### src/rtl/evt_packet_decoder.sv
// evt_packet_decoder
//
// Takes address-event packets from the arbiter through a small FIFO, splits
// each one into timestamp / row / column / polarity and hierarchical address
// fields, and presents the result on a valid/ready output register.
// Alongside decoding it keeps saturating polarity and ordering-error counters,
// a 64-bit map of the pixels seen in the current frame, and a timestamp
// ordering check against the previous decoded event.
//
// Ports
//   clk         rising-edge clock for all logic
//   reset       synchronous, active-low reset
//   in_valid    packet offered by the arbiter
//   in_data     packet {ts, row, col, pol}
//   in_ready    FIFO has room (from registered occupancy only)
//   out_valid   decoded event present on out_*
//   out_ready   consumer accepts the decoded event
//   out_ts      timestamp
//   out_row     full row address
//   out_col     full column address
//   out_pol     polarity, 1 = positive
//   out_group   {row[2], col[2]} higher-level group
//   out_lrow    row[1:0] level-0 row
//   out_lcol    col[1:0] level-0 column
//   out_ts_err  this event is older than the previous one
//   pos_cnt     saturating count of positive events
//   neg_cnt     saturating count of negative events
//   err_cnt     saturating count of ordering errors
//   active_map  one bit per pixel, index row*8+col
//   frame_clr   one-cycle pulse clearing active_map and ordering history

module evt_packet_decoder #(
    parameter int WIDTH      = 39,
    parameter int SIZE       = 32,
    parameter int ROW_ADD    = 3,
    parameter int COL_ADD    = 3,
    parameter int FIFO_DEPTH = 4,
    parameter int CNT_W      = 16
) (
    input  logic               clk,
    input  logic               reset,
    input  logic               in_valid,
    input  logic [WIDTH-1:0]   in_data,
    output logic               in_ready,
    output logic               out_valid,
    input  logic               out_ready,
    output logic [SIZE-1:0]    out_ts,
    output logic [ROW_ADD-1:0] out_row,
    output logic [COL_ADD-1:0] out_col,
    output logic               out_pol,
    output logic [1:0]         out_group,
    output logic [1:0]         out_lrow,
    output logic [1:0]         out_lcol,
    output logic               out_ts_err,
    output logic [CNT_W-1:0]   pos_cnt,
    output logic [CNT_W-1:0]   neg_cnt,
    output logic [CNT_W-1:0]   err_cnt,
    output logic [63:0]        active_map,
    input  logic               frame_clr
);

    localparam int AW = (FIFO_DEPTH > 1) ? $clog2(FIFO_DEPTH) : 1;
    localparam logic [AW:0]      DEPTH_C = (AW+1)'(FIFO_DEPTH);
    localparam logic [AW:0]      OCC_ONE = 1;
    localparam logic [AW-1:0]    PTR_ONE = 1;
    localparam logic [CNT_W-1:0] CNT_ONE = 1;
    localparam logic [CNT_W-1:0] CNT_MAX = '1;

    typedef enum logic {
        EMPTY,
        HOLD
    } state_t;

    state_t state;
    state_t state_next;

    logic [WIDTH-1:0] mem [FIFO_DEPTH];
    logic [AW-1:0]    wr_ptr;
    logic [AW-1:0]    rd_ptr;
    logic [AW:0]      occ;

    logic             push;
    logic             decode;
    logic             fifo_empty;

    logic [WIDTH-1:0]   head;
    logic [SIZE-1:0]    head_ts;
    logic [ROW_ADD-1:0] head_row;
    logic [COL_ADD-1:0] head_col;
    logic               head_pol;
    logic [5:0]         map_idx;
    logic [63:0]        map_bit;

    logic [SIZE-1:0]    last_ts;
    logic               has_prior;
    logic               ts_bad;

    // in_ready comes only from the registered occupancy, so a pop in the
    // same cycle never opens the door for a push (no bypass path).
    assign fifo_empty = (occ == '0);
    assign in_ready   = (occ < DEPTH_C);
    assign push       = in_valid && in_ready;
    assign out_valid  = (state == HOLD);
    assign decode     = !fifo_empty && (!out_valid || out_ready);

    assign head     = mem[rd_ptr];
    assign head_ts  = head[WIDTH-1 -: SIZE];
    assign head_row = head[ROW_ADD+COL_ADD : COL_ADD+1];
    assign head_col = head[COL_ADD:1];
    assign head_pol = head[0];
    assign map_idx  = {head_row[2:0], head_col[2:0]};
    assign map_bit  = 64'd1 << map_idx;

    // A frame clear in the decode cycle wipes history first, so the new
    // event is never compared against the previous frame.
    assign ts_bad = has_prior && !frame_clr && (head_ts < last_ts);

    // FIFO storage; entries need no reset because occupancy gates every read.
    always_ff @(posedge clk) begin
        if (push) begin
            mem[wr_ptr] <= in_data;
        end
    end

    // FIFO pointers and occupancy; a push and a pop together leave the
    // occupancy unchanged.
    always_ff @(posedge clk) begin
        if (!reset) begin
            wr_ptr <= '0;
            rd_ptr <= '0;
            occ    <= '0;
        end else begin
            if (push) begin
                wr_ptr <= wr_ptr + PTR_ONE;
            end
            if (decode) begin
                rd_ptr <= rd_ptr + PTR_ONE;
            end
            case ({push, decode})
                2'b10:   occ <= occ + OCC_ONE;
                2'b01:   occ <= occ - OCC_ONE;
                default: occ <= occ;
            endcase
        end
    end

    // Output control state register: HOLD is exactly out_valid.
    always_ff @(posedge clk) begin
        if (!reset) begin
            state <= EMPTY;
        end else begin
            state <= state_next;
        end
    end

    // Next-state logic: stay in HOLD while events keep arriving so a
    // ready consumer sees one event per cycle.
    always_comb begin
        state_next = state;
        case (state)
            EMPTY: begin
                if (decode) begin
                    state_next = HOLD;
                end
            end
            HOLD: begin
                if (out_ready) begin
                    state_next = fifo_empty ? EMPTY : HOLD;
                end
            end
            default: state_next = EMPTY;
        endcase
    end

    // Decode register, ordering history, counters and pixel map. Output
    // fields only change on decode, which keeps them stable under
    // backpressure. When frame_clr and decode coincide the map is rebuilt
    // holding only the new event's bit.
    always_ff @(posedge clk) begin
        if (!reset) begin
            out_ts     <= '0;
            out_row    <= '0;
            out_col    <= '0;
            out_pol    <= 1'b0;
            out_group  <= '0;
            out_lrow   <= '0;
            out_lcol   <= '0;
            out_ts_err <= 1'b0;
            pos_cnt    <= '0;
            neg_cnt    <= '0;
            err_cnt    <= '0;
            active_map <= '0;
            last_ts    <= '0;
            has_prior  <= 1'b0;
        end else begin
            if (decode) begin
                out_ts     <= head_ts;
                out_row    <= head_row;
                out_col    <= head_col;
                out_pol    <= head_pol;
                out_group  <= {head_row[ROW_ADD-1], head_col[COL_ADD-1]};
                out_lrow   <= head_row[1:0];
                out_lcol   <= head_col[1:0];
                out_ts_err <= ts_bad;
                last_ts    <= head_ts;
                has_prior  <= 1'b1;
                if (ts_bad && (err_cnt != CNT_MAX)) begin
                    err_cnt <= err_cnt + CNT_ONE;
                end
                if (head_pol) begin
                    if (pos_cnt != CNT_MAX) begin
                        pos_cnt <= pos_cnt + CNT_ONE;
                    end
                end else begin
                    if (neg_cnt != CNT_MAX) begin
                        neg_cnt <= neg_cnt + CNT_ONE;
                    end
                end
            end else if (frame_clr) begin
                has_prior <= 1'b0;
            end

            if (frame_clr && decode) begin
                active_map <= map_bit;
            end else if (frame_clr) begin
                active_map <= '0;
            end else if (decode) begin
                active_map <= active_map | map_bit;
            end
        end
    end

endmodule

### config.mk
export PLATFORM = sky130hd
export DESIGN_NAME = evt_packet_decoder
export DESIGN_NICKNAME = d
export VERILOG_FILES = /design/src/rtl/evt_packet_decoder.sv
export SDC_FILE = /design/constraint.sdc
export NUM_CORES = 1
export LEC_CHECK = 0
export BUFFER_PORTS_ARGS = -buffer_cell sky130_fd_sc_hd__buf_4
export CAP_MARGIN = 10
export CORE_MARGIN = 2
export CORE_UTILIZATION = 51
export DETAILED_ROUTE_END_ITERATION = 8
export MAX_ROUTING_LAYER = met4
export PLACE_DENSITY = 0.76
export SYNTH_ARGS = -nofsm -noshare
export SYNTH_HDL_FRONTEND = slang
export SYNTH_SLANG_ARGS = --single-unit
### constraint.sdc
create_clock -name clk -period 3.7 [get_ports clk]
set_input_delay 0.74 -clock clk [delete_from_list [all_inputs] [get_ports clk]]
set_output_delay 0.74 -clock clk [all_outputs]
set_load 0.01 [all_outputs]
==> results_dict.tcl, run 1 <==
set metrics [dict create \
    status "completed" \
    clk_latency_ns 0.52 \
    ant_nets 0 \
    ff2ff_path_depth 11 \
    clkTransAtPathRegs_ns 0.06 \
    via_per_inst 5.52 \
    r2r_slack_ns 0.18 \
    hold_buffers 0 \
    syn_area_um2 12800 \
    hold_viol 0 \
    hpwl_mm 19.4 \
    synth_common_cells "dfxtp_1, edfxtp_1, nor2_1" \
    wl_met1_mm 12.3 \
    synth_xor_area_frac 0.0219 \
    fin_crit_sh 0.950 \
    synth_top_cell_area_share 0.366 \
    finClkSkew_ns 0.0220 \
    regToRegEndpoint "err_cnt[15]$_SDFFE_PN0P_" \
    routed.top_layer "met4" \
    finalSetupTns_ns 0 \
    setup_violations 0 \
    critical_path_class "flip-flop to flip-flop" \
    powerDensity_nw_per_um2 697 \
    fmax_ghz 0.284 \
    fin_area_um2 15800 \
    hold_path.startpoint "in_data[30]" \
    cp.required_ns 4.04 \
    critical_path_peak_fanout 21 \
    synth-edff-count 156 \
    crit_path_end_kind "flip-flop" \
    synth_compound_area_frac 0.0816 \
    cts_buffer_depth 3 \
    worst_pin_slew_ns 0.995 \
    synth_seq_area_share 0.622 \
    ioPinCount 204 \
    hold_end "mem[0][30]$_DFFE_PP_" \
    cts.sinks 319 \
    area_growth_pct 23.4 \
    grt-ovfl-total 0 \
    cts_tree "yes" \
    synthMostInstantiatedCell "dfxtp_1" \
    critPathArrivalTime_ns 3.86 \
    drive_above_1_share 0.256 \
    multi_input_area_um2 4440 \
    cts-buffers-inserted 34 \
    ys_ff_latch 319 \
    dieHeight_um 162 \
    routabilityCongestion 0.857 \
    core-area_um2 24500 \
    grt_pass1_vias 8930 \
    synth.avg_cell_area_um2 12.1 \
    worstSetupStartpointType "flip-flop" \
    die_area_um2 26400 \
    cts_setup_buffers 0 \
    grt_pass1_wl_mm 46.0 \
    period_needed_ns 3.52 \
    fill_cells 1862 \
    drv_slew 0 \
    grtUsageTotal 0.227 \
    max_slew_margin 0.337 \
    drt_iter0_markers 627 \
    hold_class "input pin to flip-flop" \
    routedWlPerCell_um 18.2 \
    synth.distinct_cells 55 \
    synthFlopType "dfxtp_1" \
    seq_area_um2 7950 \
    cts-root-buf "clkbuf_16" \
    yosysWarnings 0 \
    antenna_found_initial 1 \
    syn_inst 1057 \
    async_flop_share 0 \
    die_w_um 162 \
    synth.net_count 1141 \
    placed_cell_area_um2 14700 \
    leakagePower_nw 6.00 \
    yosys-mux-area-fraction 0.0765 \
    whs_ns 0.423 \
    synth_simple_gate_area_frac 0.126 \
    vdd_drop_max_mv 0.535 \
    drc 0 \
    start_util 0.523 \
    rows 57 \
    yosysTopAreaCell "edfxtp_1" \
    synth_top_cells_by_area "edfxtp_1, dfxtp_1, mux4_2, ha_1, nor2_1" \
    synth_top_family_by_area "simple AND/OR/NAND/NOR gates" \
    synthAdderAreaFrac 0.0397 \
    cap_violations 0 \
    rsz0062_at_grt "no" \
    num_vias 8905 \
    drt_wl_total_mm 29.4 \
    port_buffers 203 \
    htree_levels 2 \
    drt_first_pass_iters 5 \
    nNetsFinal 1348 \
    wl_met2_mm 14.3 \
    grt_max_degree 91 \
    hold_depth 1 \
    routed-wl-met3_mm 1.91 \
    finish.utilization 0.645 \
]
## kinds of logic (layout without fill, tap and decap cells)
family,after synthesis,in the layout
DFF,319,319
AOI/OAI and AO/OA,161,161
buffers and inverters,103,333
adders and majority gates,40,40
other,0,1
and+or+nand+nor,353,353
muxes,49,49
xor gates and xnor gates,32,32
## power by group
group          internal [mW]  switching, mW  total, mW
clock                   1.88           1.33       3.21
sequential              4.15          0.273       4.42
combinational           1.43           1.94       3.36
## worst max-delay path by stage
stage | cells past startpoint | endpoint | slack (ns) | start
2_1_floorplan | 12 | err_cnt[3]$_SDFFE_PN0P_ | 0.03 | flip-flop
3_3_place_gp | 11 | err_cnt[15]$_SDFFE_PN0P_ | 0.15 | flip-flop
3_5_place_dp | 11 | err_cnt[15]$_SDFFE_PN0P_ | 0.09 | flip-flop
4_1_cts | 11 | err_cnt[15]$_SDFFE_PN0P_ | 0.002 | flip-flop
5_1_grt | 11 | err_cnt[12]$_SDFFE_PN0P_ | 0.03 | flip-flop
6_report | 11 | err_cnt[15]$_SDFFE_PN0P_ | 0.18 | flip-flop
## cell type report
class | count | area share
repair buffers | 225 | 0.110
clock buffers | 52 | 0.0614
multi-input cells | 635 | 0.282
inverters | 49 | 0.0118
flip-flops and latches | 319 | 0.504
diodes | 1 | 0.000159
clock inverters | 7 | 0.00500
well taps | 324 | 0.0257
## stage by stage
| stage | worst slack (ns) | std cells | power, mW |
|---|---|---|---|
| 2_1_floorplan | 0.0280 | 1057 | 6.64 |
| 6_report | 0.185 | 1612 | 11.0 |
| 4_1_cts | 0.00161 | 1611 | 11.1 |
| 5_1_grt | 0.0349 | 1612 | 11.6 |
| 3_3_place_gp | 0.151 | 1552 | 7.73 |
| 3_5_place_dp | 0.0858 | 1552 | 7.84 |
## state kept, by name (all words and copies together), names as in the netlist, named ones only
signal,count
mem,156
active_map,64
last_ts,32
err_cnt,16
neg_cnt,16
pos_cnt,16
occ,3
out_row,3
out_col,2
rd_ptr,2
wr_ptr,2
has_prior,1
out_group,1
out_pol,1
out_ts_err,1
out_valid,1
## per-layer routing
| layer | GRT usage | up-vias |
|---|---|---|
| li1 | - | 4201 |
| met1 | 0.293 | 4358 |
| met2 | 0.369 | 288 |
| met3 | 0.0400 | 58 |
| met4 | 0.0740 | 0 |
| met5 | - | - |
## worst max-delay path, stage by stage, from the launching register on
cell and delay [ns]:
dfxtp_2 0.35, buf_12 0.20, mux4_2 0.54, ha_1 0.32
and4_1 0.20, a21o_1 0.16, o31ai_2 0.48, a311oi_1 0.18
buf_4 0.18, nor2_1 0.31, nor4bb_1 0.34, nor3_1 0.07
## layout by cell type, fill, tap and decap left out, types with 3 or more instances in the layout
master,netlist,layout
buf_4,7,221
dfxtp_1,163,161
edfxtp_1,156,156
nor2_1,128,128
nand2_1,116,115
a21oi_1,75,75
inv_1,47,46
a22oi_1,41,41
mux4_2,39,39
ha_1,39,39
clkbuf_16,0,34
xor2_1,21,21
nand4_1,20,20
nand2b_1,14,14
clkbuf_1,39,13
xnor2_1,11,11
nand3_1,11,11
o21ai_0,11,11
and2_1,14,10
mux2i_1,10,10
and3_1,9,9
or3_1,8,8
nor2b_1,8,8
nor3_1,7,7
and4_1,7,7
o2bb2ai_1,5,5
clkbuf_8,0,5
and2_2,0,4
or2_2,4,4
a21o_1,4,4
a2bb2oi_1,4,4
buf_12,0,4
a41oi_1,3,3
clkinv_2,0,3
## what timing repair did
action                                  4_1_cts  5_1_grt
endpoints found under the hold margin         0        0
endpoints found under the setup margin        0       12
gates resized for setup                       0        2
No activity file was read; power rests on OpenSTA's default activity.
==> run 2: changes to the inputs <==
--- a/config.mk
+++ b/config.mk
@@ -5,6 +5,7 @@
 export SDC_FILE = /design/constraint.sdc
 export NUM_CORES = 1
 export LEC_CHECK = 0
+export ABC_AREA = 1
 export BUFFER_PORTS_ARGS = -buffer_cell sky130_fd_sc_hd__buf_4
 export CAP_MARGIN = 10
 export CORE_MARGIN = 2
==> results_dict.tcl, run 2 <==
set metrics [dict create \
    status "completed" \
    nNetsFinal 1705 \
    wl_met1_mm 14.4 \
    crit_path_end_kind "flip-flop" \
    finClkSkew_ns 0.0261 \
    async_flop_share 0 \
    diodes 0 \
    reg_top3 "mem (156), active_map (64), last_ts (32)" \
    grt-ovfl-total 0 \
    period_needed_ns 3.33 \
    synth-edff-count 156 \
    drv_slew 0 \
    synth_top_family_by_area "simple AND/OR/NAND/NOR gates" \
    synthAdderAreaFrac 0.0377 \
    critical_path_class "flip-flop to flip-flop" \
    power.total_mw 11.7 \
    cts-buffers-inserted 35 \
    synth.avg_cell_area_um2 9.40 \
    yosysTopAreaCell "edfxtp_1" \
    finalSetupTns_ns 0 \
    vdd_drop_max_mv 0.486 \
    drt_wl_total_mm 33.1 \
    yosysWarnings 0 \
    grt_pass1_vias 10100 \
    routed.top_layer "met4" \
    via_per_inst 5.46 \
    die_area_um2 27700 \
    area_growth_pct 21.5 \
    worst_pin_slew_ns 0.825 \
    synth_xor_area_frac 0.00260 \
    yosys-mux-area-fraction 0 \
    grtUsageTotal 0.239 \
    max_slew_margin 0.450 \
    die_w_um 167 \
    synth_compound_area_frac 0.129 \
    rsz0062_at_grt "no" \
    drt_iter0_markers 1095 \
    drt_first_pass_iters 5 \
    grt_pass1_wl_mm 52.3 \
    core-area_um2 26000 \
    htree_levels 2 \
    powerDensity_nw_per_um2 716 \
    cts-root-buf "clkbuf_16" \
    synth.distinct_cells 46 \
    worstSetupStartpointType "flip-flop" \
    synthMostInstantiatedCell "nand2_1" \
    syn_area_um2 13500 \
    final_cell_mix "nand2_1, buf_4, nor2_1" \
    ioPinCount 204 \
    routedWlPerCell_um 16.7 \
    whs_ns 0.414 \
    wl_met2_mm 15.3 \
    synthFlopType "dfxtp_1" \
    routabilityCongestion 0.901 \
    clk_latency_ns 0.53 \
    cp.required_ns 4.10 \
    cts_buffer_depth 3 \
    hold_viol 0 \
    hold_class "input pin to flip-flop" \
    ant_nets 0 \
    final_common_cell "nand2_1" \
    routed-wl-met3_mm 2.31 \
    critPathArrivalTime_ns 3.73 \
    grt_max_degree 77 \
    synth_top_cells_by_area "edfxtp_1, dfxtp_1, nand2_1, nor2_1, a21oi_1" \
    port_buffers 203 \
    num_vias 10800 \
    synth_seq_area_share 0.590 \
    dieHeight_um 167 \
    cap_violations 0 \
    leakagePower_nw 6.37 \
    rows 59 \
    antenna_found_initial 0 \
    synth_top_cell_area_share 0.348 \
    cts_setup_buffers 0 \
    largest_register_ffs 156 \
    cts_tree "yes" \
    max_flop_register "mem" \
    ys_ff_latch 319 \
    synth_simple_gate_area_frac 0.176 \
    critical_path_peak_fanout 53 \
    cts.sinks 319 \
    setup_violations 0 \
    drive_above_1_share 0.193 \
    fmax_ghz 0.300 \
    hpwl_mm 22.1 \
    synth_common_cells "nand2_1, nor2_1, dfxtp_1" \
    drc 0 \
    start_util 0.519 \
    syn_inst 1434 \
    synth.net_count 1518 \
    clkTransAtPathRegs_ns 0.06 \
    fin_crit_sh 0.900 \
]
==> run 2: kinds of logic (layout without fill, tap and decap cells) <==
kind of cell	count (synthesis)	in the layout
and+or+nand+nor	560	560
DFF	319	319
AOI/OAI and AO/OA	301	301
buffers and inverters	210	424
adders and majority gates	40	40
xor gates and xnor gates	4	4
==> run 2: timing repair <==
action,CTS,global route
hold buffers,0,0
setup endpoints to repair,0,16
gates resized for setup,0,1
==> run 2: worst max-delay path: stages (launching register included) <==
cell     delay, ns
dfxtp_2       0.55
inv_4         0.28
o21ai_0       0.24
o22ai_1       0.12
ha_1          0.32
nand2_1       0.09
nor3_1        0.34
nor4b_2       0.43
nand2_2       0.38
nand3_2       0.27
nand2_1       0.08
nand2_1       0.06
nor2_1        0.04
==> run 2: per-layer routing <==
layer	up-vias	GRT usage
li1	5258	-
met2	410	0.368
met5	-	-
met3	75	0.0428
met1	5090	0.320
met4	0	0.0836
==> run 2: worst paths after layout <==
kind                               startpoint                     endpoint  slack (ns)  cells after the start
hold / removal                    in_data[30]         mem[0][30]$_DFFE_PP_        0.41                      1
setup / recovery                    flip-flop      err_cnt[0]$_SDFFE_PN0P_        0.37                     12
setup reg to reg                    flip-flop      err_cnt[0]$_SDFFE_PN0P_        0.37                     12
hold reg to reg   active_map[41]$_SDFFE_PN0P_  active_map[41]$_SDFFE_PN0P_        0.47                      2
==> run 2: area by class of cell <==
class	count	area (um^2)
repair buffers	226	1720
multi-input cells	905	4700
well taps	335	419
fillers	2081	9610
inverters	134	507
clock buffers	48	966
clock inverters	16	115
flip-flops and latches	319	7950
==> run 2: report_power, final <==
group	leakage, nW	internal [mW]	switching [mW]
Combinational	3.08	1.38	2.62
Clock	0.537	1.91	1.38
Sequential	2.75	4.17	0.260
==> run 2: stage by stage <==
stage,util,area [um^2],setup WS (ns),std cells
finish,0.630,16400,0.369,1983
global route,0.630,16400,0.00694,1983
CTS,0.630,16400,0.138,1983
detailed placement,0.588,15300,0.171,1919
global placement,0.588,15300,0.282,1919
floorplan,-,13500,0.703,1434
==> run 3: changes to the inputs <==
--- a/config.mk
+++ b/config.mk
@@ -8,6 +8,7 @@
 export ABC_AREA = 1
 export BUFFER_PORTS_ARGS = -buffer_cell sky130_fd_sc_hd__buf_4
 export CAP_MARGIN = 10
+export CORE_ASPECT_RATIO = 1.25
 export CORE_MARGIN = 2
 export CORE_UTILIZATION = 51
 export DETAILED_ROUTE_END_ITERATION = 8
==> results_dict.tcl, run 3 (synthesis gave the netlist of run 2 again) <==
set metrics [dict create \
    clkTransAtPathRegs_ns 0.06 \
    final_cell_mix "nand2_1, buf_4, nor2_1" \
    htree_levels 1 \
    status "completed" \
    grtUsageTotal 0.237 \
    cts_buffer_depth 3 \
    slowest_delay_ns 0.40 \
    antenna_found_initial 0 \
    hold_class "input pin to flip-flop" \
    routabilityCongestion 0.885 \
    via_per_inst 5.46 \
    reg_top3 "mem (156), active_map (64), last_ts (32)" \
    rsz0062_at_grt "no" \
    vdd_drop_max_mv 0.576 \
    clk_latency_ns 0.56 \
    cts-buffers-inserted 30 \
    leakagePower_nw 6.25 \
    cts_tree "yes" \
    port_buffers 203 \
    die_w_um 149 \
    critPathArrivalTime_ns 3.69 \
    grt_pass1_vias 10200 \
    drt_iter0_markers 673 \
    finClkSkew_ns 0.00774 \
    dieHeight_um 186 \
    path_common_cell "nand2_1" \
    max_flop_register "mem" \
    grt_pass1_wl_mm 51.6 \
    drv_slew 0 \
    cp_slowest_cell "clkinv_2" \
    drt_first_pass_iters 6 \
    fmax_ghz 0.309 \
    crit_path_end_kind "flip-flop" \
    area_growth_pct 20.2 \
    die_area_um2 27700 \
    max_slew_margin 0.429 \
    worstSetupStartpointType "flip-flop" \
    cts-root-buf "clkbuf_16" \
    hold_buffers 0 \
    hpwl_mm 21.4 \
    largest_register_ffs 156 \
    cap_violations 0 \
    post-place-ws_ns 0.224 \
    critical_path_class "flip-flop to flip-flop" \
    critical_path_peak_fanout 33 \
    period_needed_ns 3.24 \
    cts_resized 0 \
    num_vias 10800 \
    worst_pin_slew_ns 0.857 \
    fin_crit_sh 0.875 \
    ant_nets 0 \
    core-area_um2 26000 \
    drt_wl_total_mm 32.6 \
    cts_setup_buffers 0 \
    rows 66 \
    diodes 0 \
    cts.sinks 319 \
    ioPinCount 204 \
    grt-ovfl-total 0 \
    cp.required_ns 4.15 \
    final_common_cell "nand2_1" \
    timing.final.ws_setup_ns 0.464 \
    grt_max_degree 81 \
    hold_viol 0 \
    routedWlPerCell_um 16.5 \
    powerDensity_nw_per_um2 698 \
    setup_violations 0 \
    drive_above_1_share 0.185 \
    fill_cells 2110 \
    crit_chain "clkinv_2 -> o21ai_0 -> o22ai_1 -> ha_1 -> nand2_1 -> o21a_1 -> o221ai_1 -> nand2_1 -> nand2_1 -> clkinvlp_4 -> nand3_2 -> nand2_1 -> nand2_1 -> nor2_1" \
    start_util 0.518 \
    nNetsFinal 1695 \
    drc 0 \
    finalSetupTns_ns 0 \
]
==> run 3: cell count changes in the layout (fill, tap and decap cells not counted), moves of 2 or more <==
cell        previous run  this run
clkbuf_16             36        31
clkinv_1               5         9
clkinvlp_4             0         2
clkinv_2              10         4
buf_4                224       219
==> run 3: cell type report <==
type | count | area, um^2 | share of cell area
clock buffer | 41 | 823 | 0.0508
clock inverter | 15 | 116 | 0.00718
inverter | 134 | 514 | 0.0317
multi-input combinational | 906 | 4710 | 0.291
sequential | 319 | 7950 | 0.491
tap | 340 | 425 | 0.0263
timing repair buffer | 220 | 1660 | 0.103
==> run 3: path summary, 6_finish.rpt <==
check	depth (start not counted)	to	start	slack (ns)
setup / recovery	14	err_cnt[1]$_SDFFE_PN0P_	flip-flop	0.46
hold / removal	1	mem[0][22]$_DFFE_PP_	in_data[22]	0.38
setup reg to reg	14	err_cnt[1]$_SDFFE_PN0P_	flip-flop	0.46
hold reg to reg	2	active_map[29]$_SDFFE_PN0P_	active_map[29]$_SDFFE_PN0P_	0.46
==> run 3: worst max-delay path: cells and delay by family, from the launching register on <==
family / cells / cell delay, ns
simple gates: 7 / 0.85
compound gates: 4 / 0.81
buf+inv: 2 / 0.80
flops: 1 / 0.35
fa+ha+maj: 1 / 0.30
==> run 3: per-layer routing <==
| layer | track usage | vias up | wire length [um] |
|---|---|---|---|
| li1 | - | 5238 | - |
| met1 | 0.303 | 5105 | 13600 |
| met2 | 0.390 | 379 | 15800 |
| met3 | 0.0355 | 60 | 2350 |
| met4 | 0.0770 | 0 | 826 |
| met5 | - | - | 0 |
==> run 3: through the flow <==
stage	utilization	hold WS, ns	instances	total power, mW	cell area [um^2]
after floorplan	-	0.446	1434	7.14	13500
after global placement	0.586	0.455	1918	8.25	15200
after detailed placement	0.586	0.457	1918	8.36	15200
after CTS	0.622	0.362	1974	11.3	16200
after global routing	0.623	0.368	1975	12.0	16200
final	0.623	0.383	1975	11.3	16200
==> run 3: power by group <==
part	switching, mW	total [mW]	internal (mW)
Clock	1.27	2.96	1.68
Combinational	2.61	3.94	1.34
Sequential	0.236	4.41	4.17
Total	4.11	11.3	7.19
